<file path="src/rtl/pixel_normalizer_if.sv">
// AXI-Stream style pixel channel used on both sides of pixel_normalizer.
interface pixel_normalizer_if #(
    parameter int DATA_W = 10
) ();
    logic              tvalid;
    logic              tready;
    logic [DATA_W-1:0] tdata;
    logic              tlast;

    modport master (output tvalid, output tdata, output tlast, input  tready);
    modport slave  (input  tvalid, input  tdata, input  tlast, output tready);
endinterface

</file>
<file path="src/rtl/pixel_normalizer.sv">
// Frame-level pixel normaliser: scales each pixel by a latched Q1.FRAC_W coefficient,
// rounds half up, saturates, and streams out with a generated tlast under HLS-style control.
module pixel_normalizer #(
    parameter int PIXEL_W = 10,
    parameter int FRAC_W  = 8,
    parameter int CNT_W   = 24
) (
    input  logic                clk,
    input  logic                reset,
    input  logic                ap_start,
    input  logic                upstream_done,
    input  logic [CNT_W-1:0]    num_pixels,
    input  logic [FRAC_W:0]     norm_coef,
    output logic                ap_ready,
    output logic                ap_idle,
    output logic                ap_done,
    output logic                sat_seen,
    output logic                tlast_err,
    pixel_normalizer_if.slave   s_axis,
    pixel_normalizer_if.master  m_axis
);
    localparam int PROD_W = PIXEL_W + FRAC_W + 1;
    localparam int RND_W  = PROD_W + 1 - FRAC_W;
    localparam logic [PROD_W:0] HALF = {{(PROD_W - FRAC_W + 1){1'b0}}, 1'b1, {(FRAC_W - 1){1'b0}}};

    typedef enum logic [2:0] {
        S_IDLE,
        S_WAIT_UP,
        S_RUN,
        S_DRAIN,
        S_DONE
    } state_t;

    state_t              state;
    logic [CNT_W-1:0]    npix;
    logic [CNT_W-1:0]    in_cnt;
    logic [CNT_W-1:0]    out_cnt;
    logic [FRAC_W:0]     coef;

    logic                v1;
    logic                last1;
    logic [PROD_W-1:0]   prod1;
    logic                v2;
    logic                last2;
    logic [PIXEL_W-1:0]  data2;

    logic                adv;
    logic                in_hs;
    logic                out_hs;
    logic                in_last;
    logic                sat;
    logic [PROD_W-1:0]   prod;
    logic [RND_W-1:0]    rnd;
    logic [PIXEL_W-1:0]  res;

    always_comb begin
        adv           = !v2 || m_axis.tready;
        s_axis.tready = (state == S_RUN) && adv && (in_cnt < npix);
        in_hs         = s_axis.tready && s_axis.tvalid;
        out_hs        = v2 && m_axis.tready;
        in_last       = (in_cnt == npix - CNT_W'(1));
        prod          = PROD_W'(s_axis.tdata) * PROD_W'(coef);
        rnd           = RND_W'(({1'b0, prod1} + HALF) >> FRAC_W);
        sat           = rnd > RND_W'({PIXEL_W{1'b1}});
        res           = sat ? '1 : rnd[PIXEL_W-1:0];
    end

    assign m_axis.tvalid = v2;
    assign m_axis.tdata  = data2;
    assign m_axis.tlast  = last2;

    always_ff @(posedge clk) begin
        if (reset) begin
            state     <= S_IDLE;
            ap_idle   <= 1'b1;
            ap_ready  <= 1'b0;
            ap_done   <= 1'b0;
            sat_seen  <= 1'b0;
            tlast_err <= 1'b0;
            npix      <= '0;
            coef      <= '0;
            in_cnt    <= '0;
            out_cnt   <= '0;
            v1        <= 1'b0;
            last1     <= 1'b0;
            prod1     <= '0;
            v2        <= 1'b0;
            last2     <= 1'b0;
            data2     <= '0;
        end else begin
            ap_ready <= 1'b0;
            ap_done  <= 1'b0;

            // Both stages move together; stage 2 clears its data when it receives a bubble.
            if (adv) begin
                v1    <= in_hs;
                last1 <= in_hs && in_last;
                prod1 <= prod;
                v2    <= v1;
                last2 <= v1 && last1;
                data2 <= v1 ? res : '0;
                if (v1 && sat)
                    sat_seen <= 1'b1;
            end

            if (in_hs) begin
                in_cnt <= in_cnt + CNT_W'(1);
                if (s_axis.tlast != in_last)
                    tlast_err <= 1'b1;
            end
            if (out_hs)
                out_cnt <= out_cnt + CNT_W'(1);

            case (state)
                S_IDLE: begin
                    if (ap_start) begin
                        npix      <= num_pixels;
                        coef      <= norm_coef;
                        in_cnt    <= '0;
                        out_cnt   <= '0;
                        sat_seen  <= 1'b0;
                        tlast_err <= 1'b0;
                        ap_ready  <= 1'b1;
                        ap_idle   <= 1'b0;
                        if (!upstream_done) begin
                            state <= S_WAIT_UP;
                        end else if (num_pixels == '0) begin
                            state   <= S_DONE;
                            ap_done <= 1'b1;
                        end else begin
                            state <= S_RUN;
                        end
                    end
                end
                S_WAIT_UP: begin
                    if (upstream_done) begin
                        if (npix == '0) begin
                            state   <= S_DONE;
                            ap_done <= 1'b1;
                        end else begin
                            state <= S_RUN;
                        end
                    end
                end
                S_RUN: begin
                    if (in_hs && in_last)
                        state <= S_DRAIN;
                end
                S_DRAIN: begin
                    if (!v1 && !v2 && (out_cnt == npix)) begin
                        state   <= S_DONE;
                        ap_done <= 1'b1;
                    end
                end
                S_DONE: begin
                    state   <= S_IDLE;
                    ap_idle <= 1'b1;
                end
                default: begin
                    state   <= S_IDLE;
                    ap_idle <= 1'b1;
                end
            endcase
        end
    end
endmodule

</file>
<file path="src/flat_wrapper.sv">
// flat-port wrapper written by rule: the top's interface ports become plain ports
module pixel_normalizer_flat 
#(
    parameter int PIXEL_W = 10,
    parameter int FRAC_W  = 8,
    parameter int CNT_W   = 24
)
  (clk, reset, ap_start, upstream_done, num_pixels, norm_coef, ap_ready, ap_idle, ap_done, sat_seen, tlast_err, s_axis_tvalid, s_axis_tdata, s_axis_tlast, s_axis_tready, m_axis_tvalid, m_axis_tdata, m_axis_tlast, m_axis_tready);
  pixel_normalizer_if #(.DATA_W(10)) s_axis_i ();
  pixel_normalizer_if #(.DATA_W(10)) m_axis_i ();
  input  logic clk;
  input  logic reset;
  input  logic ap_start;
  input  logic upstream_done;
  input  logic [CNT_W-1:0] num_pixels;
  input  logic [FRAC_W:0] norm_coef;
  output logic ap_ready;
  output logic ap_idle;
  output logic ap_done;
  output logic sat_seen;
  output logic tlast_err;
  input wire logic [$bits(s_axis_i.tvalid)-1:0] s_axis_tvalid;
  input wire logic [$bits(s_axis_i.tdata)-1:0] s_axis_tdata;
  input wire logic [$bits(s_axis_i.tlast)-1:0] s_axis_tlast;
  output wire logic [$bits(s_axis_i.tready)-1:0] s_axis_tready;
  output wire logic [$bits(m_axis_i.tvalid)-1:0] m_axis_tvalid;
  output wire logic [$bits(m_axis_i.tdata)-1:0] m_axis_tdata;
  output wire logic [$bits(m_axis_i.tlast)-1:0] m_axis_tlast;
  input wire logic [$bits(m_axis_i.tready)-1:0] m_axis_tready;
  assign s_axis_i.tvalid = s_axis_tvalid;
  assign s_axis_i.tdata = s_axis_tdata;
  assign s_axis_i.tlast = s_axis_tlast;
  assign s_axis_tready = s_axis_i.tready;
  assign m_axis_tvalid = m_axis_i.tvalid;
  assign m_axis_tdata = m_axis_i.tdata;
  assign m_axis_tlast = m_axis_i.tlast;
  assign m_axis_i.tready = m_axis_tready;
  pixel_normalizer #(.PIXEL_W(PIXEL_W), .FRAC_W(FRAC_W), .CNT_W(CNT_W)) u_core (.clk(clk), .reset(reset), .ap_start(ap_start), .upstream_done(upstream_done), .num_pixels(num_pixels), .norm_coef(norm_coef), .ap_ready(ap_ready), .ap_idle(ap_idle), .ap_done(ap_done), .sat_seen(sat_seen), .tlast_err(tlast_err), .s_axis(s_axis_i), .m_axis(m_axis_i));
endmodule
</file>
<file path="config.mk">
export PLATFORM = sky130hd
export DESIGN_NAME = pixel_normalizer_flat
export DESIGN_NICKNAME = d
export VERILOG_FILES = /design/src/rtl/pixel_normalizer_if.sv /design/src/rtl/pixel_normalizer.sv /design/src/flat_wrapper.sv
export SDC_FILE = /design/constraint.sdc
export NUM_CORES = 1
export LEC_CHECK = 0
export CAP_MARGIN = 10
export CORE_AREA = 2 2 162 164
export DETAILED_ROUTE_END_ITERATION = 10
export DIE_AREA = 0 0 164 166
export GPL_ROUTABILITY_DRIVEN = 1
export MAX_ROUTING_LAYER = met4
export SKIP_CTS_REPAIR_TIMING = 1
export SYNTH_ARGS = -nofsm -noshare
export SYNTH_HDL_FRONTEND = slang
export SYNTH_SLANG_ARGS = --single-unit
</file>
<file path="constraint.sdc">
create_clock -name clk -period 10 [get_ports clk]
set_clock_uncertainty 0.15 [all_clocks]
set_input_delay 1.5 -clock clk [delete_from_list [all_inputs] [get_ports clk]]
set_output_delay 1.5 -clock clk [all_outputs]
set_load 0.05 [all_outputs]
</file>
Word-level counts from Yosys, hierarchy flattened
Cells that the tools add are included.

word-level totals
  register bits = 122
  input port bits = 50

cells by class
  reduce and logical (&&, ||, !) cells = 20
  $mul = 1
  bitwise operators = 2
  mux-type cells = 34
  equal/unequal tests = 10
  order comparisons = 2
  add/sub/neg operators = 4

operator list
  cell                                                   number
  two-way mux 24 bit                                     6
  adder 24 x 1 -> 24 bit (second input constant)         2
  equality test 24 bit                                   2
  zero test 24 bit                                       2
  less-than comparator 24 bit                            1
  subtractor 24 x 1 -> 24 bit (second input constant)    1
  two-way mux 3 bit                                      7
  adder 19 x 8 -> 20 bit (second input constant)         1
  two-way mux 10 bit                                     2
  multiplier 10 x 9 -> 19 bit                            1
  two-way mux 1 bit                                      16
  > comparator 12 x 10 -> 1 bit (second input constant)  1
  one-hot mux 3 bit (4 select lines)                     1
  logical AND 1 bit                                      9
  equality test 3 x 2 -> 1 bit (second input constant)   2
  != test 2 bit (second input constant)                  3
  AND reduction 2 bit                                    2
  AND reduction 4 bit                                    1
  equality test 3 x 1 -> 1 bit (second input constant)   1
  zero test 3 bit                                        1
  one-hot mux 1 bit (3 select lines)                     1
  OR reduction 3 bit                                     1
  zero test 1 bit                                        2
  != test 2 x 1 -> 1 bit (second input constant)         1
  5 further kinds                                        6

Depth between registers and ports, before layout
  word-level depth = 8
  gate-level depth with buffers = 18
  depth with buffers taken out = 17

Least setup slack after synthesis
OpenSTA, ideal clock, no wires.

  kind = input-to-reg
  start point = in s_axis_tdata[0]
  end point = reg u_core.prod1[13]
  arrival = 5.360 ns
  path slack = 4.420 ns
  stages = 16
  required time = 9.780 ns
  buffers on the path = 0
  path through = nand2_1 fa_1 fa_1 inv_1 fa_1 inv_1 fa_1 inv_1 ha_1 nor4_1 o21ai_0 a31oi_1 nor3b_1 o21a_1 or3_1 a21oi_1

between the ends
  cells in the longest elaborated chain, start to end = 1

RTL lines
  element                      line                    text
  start: declaration           flat_wrapper.sv:23      input wire logic [$bits(s_axis_i.tdata)-1:0] s_axis_tdata;
  multiplier 10 x 9 -> 19 bit  pixel_normalizer.sv:62  prod = PROD_W'(s_axis.tdata) * PROD_W'(coef);
  end signal: assignment       pixel_normalizer.sv:98  prod1 <= prod;
  end: declaration             pixel_normalizer.sv:42  logic [PROD_W-1:0] prod1;

Every way passes these cells.
A chain may end at the register's enable or synchronous reset.

Worst setup path in the final report
  start point = in s_axis_tdata[5]
  end point = reg u_core.prod1[17]

Same word-level chain as after synthesis.

==> impl_metrics.csv <==
group,metric,value,unit
yosys,synth-seq-cells,115,
worst_setup_path,arrival,6.28,ns
timing,tightest_slew,1.15,ns
yosys,yosys-top-cells-count,"nand2_1 (152), dfxtp_1 (115), inv_1 (109)",
yosys,synth_top_area_share,0.247,
grt,grt_pass1_vias,8036,
clock_tree,cts_buffers,17,
worst_setup_path,crit_path_end_kind,"flop",
power,p_leak,4.52,nW
yosys,ys_types,71,
place,dpl.hpwl,18400,um
layout,fin_util,0.422,
yosys,synth_top_family_by_area,"simple AND/OR/NAND/NOR gates",
power,ir_worst_vdd,0.0000882,V
place,place_ws,3.40,ns
place,dpl_cell_area,10200,um2
yosys,syn_nets,1307,
timing,min_period,6.11,ns
floorplanning,die_w,164,um
drt,drc,0,
place,place.gp.congestion,0.875,
place,port_buffers,67,
timing,max_slew_margin,0.224,
layout,fillCellCount,2562,
yosys,yosys_warnings,0,
yosys,muxShareOfSynthArea,0.00767,
drt,via_count,7905,
power,pwr_density_cell,141,nW/um2
yosys,synth-main-ff-cell,"dfxtp_1",
grt,overflow,0,
yosys,synthSimpleGateAreaFrac,0.251,
drt,routedWlPerCell,16.0,um
layout,drive_above_1_share,0.0591,
worst_setup_path,cp_data_required_time,10.16,ns
yosys,synth_edf_count,0,
clock_tree,clock_sinks,115,
clock_tree,root_buffer,"clkbuf_16",
timing,hold_viol_final,0,
grt,grt_pass1_wl,40500,um
clock_tree,cts_buffer_depth,2,
power,power,1.53,mW
worst_setup_path,crit_type,"in2reg",
hold_path,hp-class,"reg2reg",
yosys,synth_fa_ha_area_frac,0.207,
grt,antenna_found_initial,0,
yosys,async_flop_share,0,
layout,syn2layout_area_growth,16.2,%
clock_tree,cts_tree,"done",
clock_tree,clk_pin_slew,0.06,ns
yosys,synth.area.top_cells,"dfxtp_1 (25%), fa_1 (12%), ha_1 (8.6%)",
floorplanning,core_area,25600,um2
outcome,outcome,"completed",
clock_tree,clock_latency,0.43,ns
layout,finalNetCount,1342,
place,placedCellCount,1488,
drt,detail-route-antenna-nets,0,
floorplanning,die_h,166,um
yosys,synth_xor_area_frac,0.0885,
timing,tns,0,ns
worst_setup_path,crit_fanout,9,
grt,grt_usage,0.192,
yosys,syn-cell-area,9300,um2
worst_setup_path,start_kind,"input pin",
timing,fmax,164,MHz
drt,drt_pass1_iterations,5,
grt,grt_start_max_net_pins,69,
timing,rsz0062_at_grt,"no",
floorplanning,die_area,27200,um2
clock_tree,htree_levels,4,
drt,first_iter_violations,435,
timing,fin_ws,3.89,ns
yosys,syn_inst,1137,
worst_setup_path,r2r_slack,4.99,ns
floorplanning,rows,59,
floorplanning,ios,68,
yosys,seq_area_frac_synth,0.247,
yosys,avgSynthCellArea,8.18,um2
timing,hold_ws,0.296,ns
layout,fin_area,10800,um2
yosys,yosysMostFrequentCell,"nand2_1",
layout,n_antenna_cell,0,
flow_run,max_cap_violations,0,
yosys,synth_compound_area_frac,0.130,
timing,slew_violations,0,
layout,stdcell_count,1520,
drt,drt_wl_total,24300,um
yosys,synth_top_area_cell,"dfxtp_1",
floorplanning,start_util,0.363,
timing,min_period_over_period,0.611,
timing,finalSetupViolCount,0,
drt,vias_per_cell,5.20,
## routing by layer
| layer | vias to the layer above | share of wire | track usage | wire (um) |
|---|---|---|---|---|
| met5 | - | 0 | - | 0 |
| met4 | 0 | 0.014 | 0.0481 | 330 |
| met3 | 28 | 0.041 | 0.0372 | 994 |
| met2 | 138 | 0.50 | 0.330 | 12300 |
| met1 | 3795 | 0.44 | 0.230 | 10700 |
| li1 | 3944 | - | - | - |
## layout by cell type, fill, tap and decap left out, drive strengths merged, types with 17 or more instances in the layout
cell type      instances
nand2                154
nor4                  26
fa                    56
and2                  58
o21ai                 17
xor2                  51
xnor2                 43
nand4                 27
inv                  113
nor2                  67
clkdlybuf4s50         66
nand3                 31
a21oi                 82
dfxtp                115
clkbuf                17
ha                    64
## flip-flops by register name (all words and copies together) (netlist names)
signal                flops
u_core.in_cnt            24
u_core.v1                 1
u_core.sat_seen           1
u_core.ap_ready           1
u_core.ap_done            1
u_core.ap_idle            1
u_core.last1              1
u_core.tlast_err          1
u_core.npix              24
u_core.m_axis.tvalid      1
u_core.m_axis.tlast       1
u_core.out_cnt           24
u_core.prod1             12
u_core.state              3
u_core.coef               9
u_core.m_axis.tdata      10
## where the power goes
part,internal (mW),switching (mW)
clock network,0.394,0.240
registers,0.481,0.0460
logic,0.157,0.210
## layout make-up
| cell class | instances | area [um2] | share of cell area |
|---|---|---|---|
| clock buffer | 17 | 425 | 0.0394 |
| clock inverter | 15 | 179 | 0.0166 |
| inverter | 109 | 409 | 0.0379 |
| multi-input combinational | 857 | 6370 | 0.589 |
| sequential | 115 | 2300 | 0.213 |
| tap | 335 | 419 | 0.0388 |
| timing repair buffer | 72 | 703 | 0.0651 |
## worst max-delay path, cell delays in order
cell and delay [ns]:
clkdlybuf4s50_1 0.64, nand2_1 0.13, fa_1 0.55, inv_1 0.05, fa_1 0.51, inv_1 0.06, fa_1 0.46, fa_1 0.54
inv_1 0.04, ha_1 0.32, o21ai_0 0.11, a21oi_1 0.24, a31oi_1 0.20, o21a_1 0.26, a21oi_1 0.27, nor4b_1 0.10
a211o_1 0.30
## worst paths after layout
| path | cells past startpoint | endpoint | start |
|---|---|---|---|
| setup / recovery | 17 | u_core.prod1[17]$_SDFFE_PP0N_ | s_axis_tdata[5] |
| hold / removal | 2 | u_core.sat_seen$_SDFF_PP0_ | u_core.sat_seen$_SDFF_PP0_ |
| setup reg to reg | 16 | u_core.prod1[18]$_SDFFE_PP0N_ | u_core.coef[8]$_SDFFE_PP0P_ |
| hold reg to reg | 2 | u_core.sat_seen$_SDFF_PP0_ | u_core.sat_seen$_SDFF_PP0_ |
## kinds of logic after synthesis
logic type	count (synthesis)
buffers and inverters	165
XOR/XNOR	94
AND/OR/NAND/NOR	451
flip-flops	115
multiplexers	7
AO/OA/AOI/OAI	185
adder cells (fa/ha/maj)	120
(Power assumes the default switching activity.)
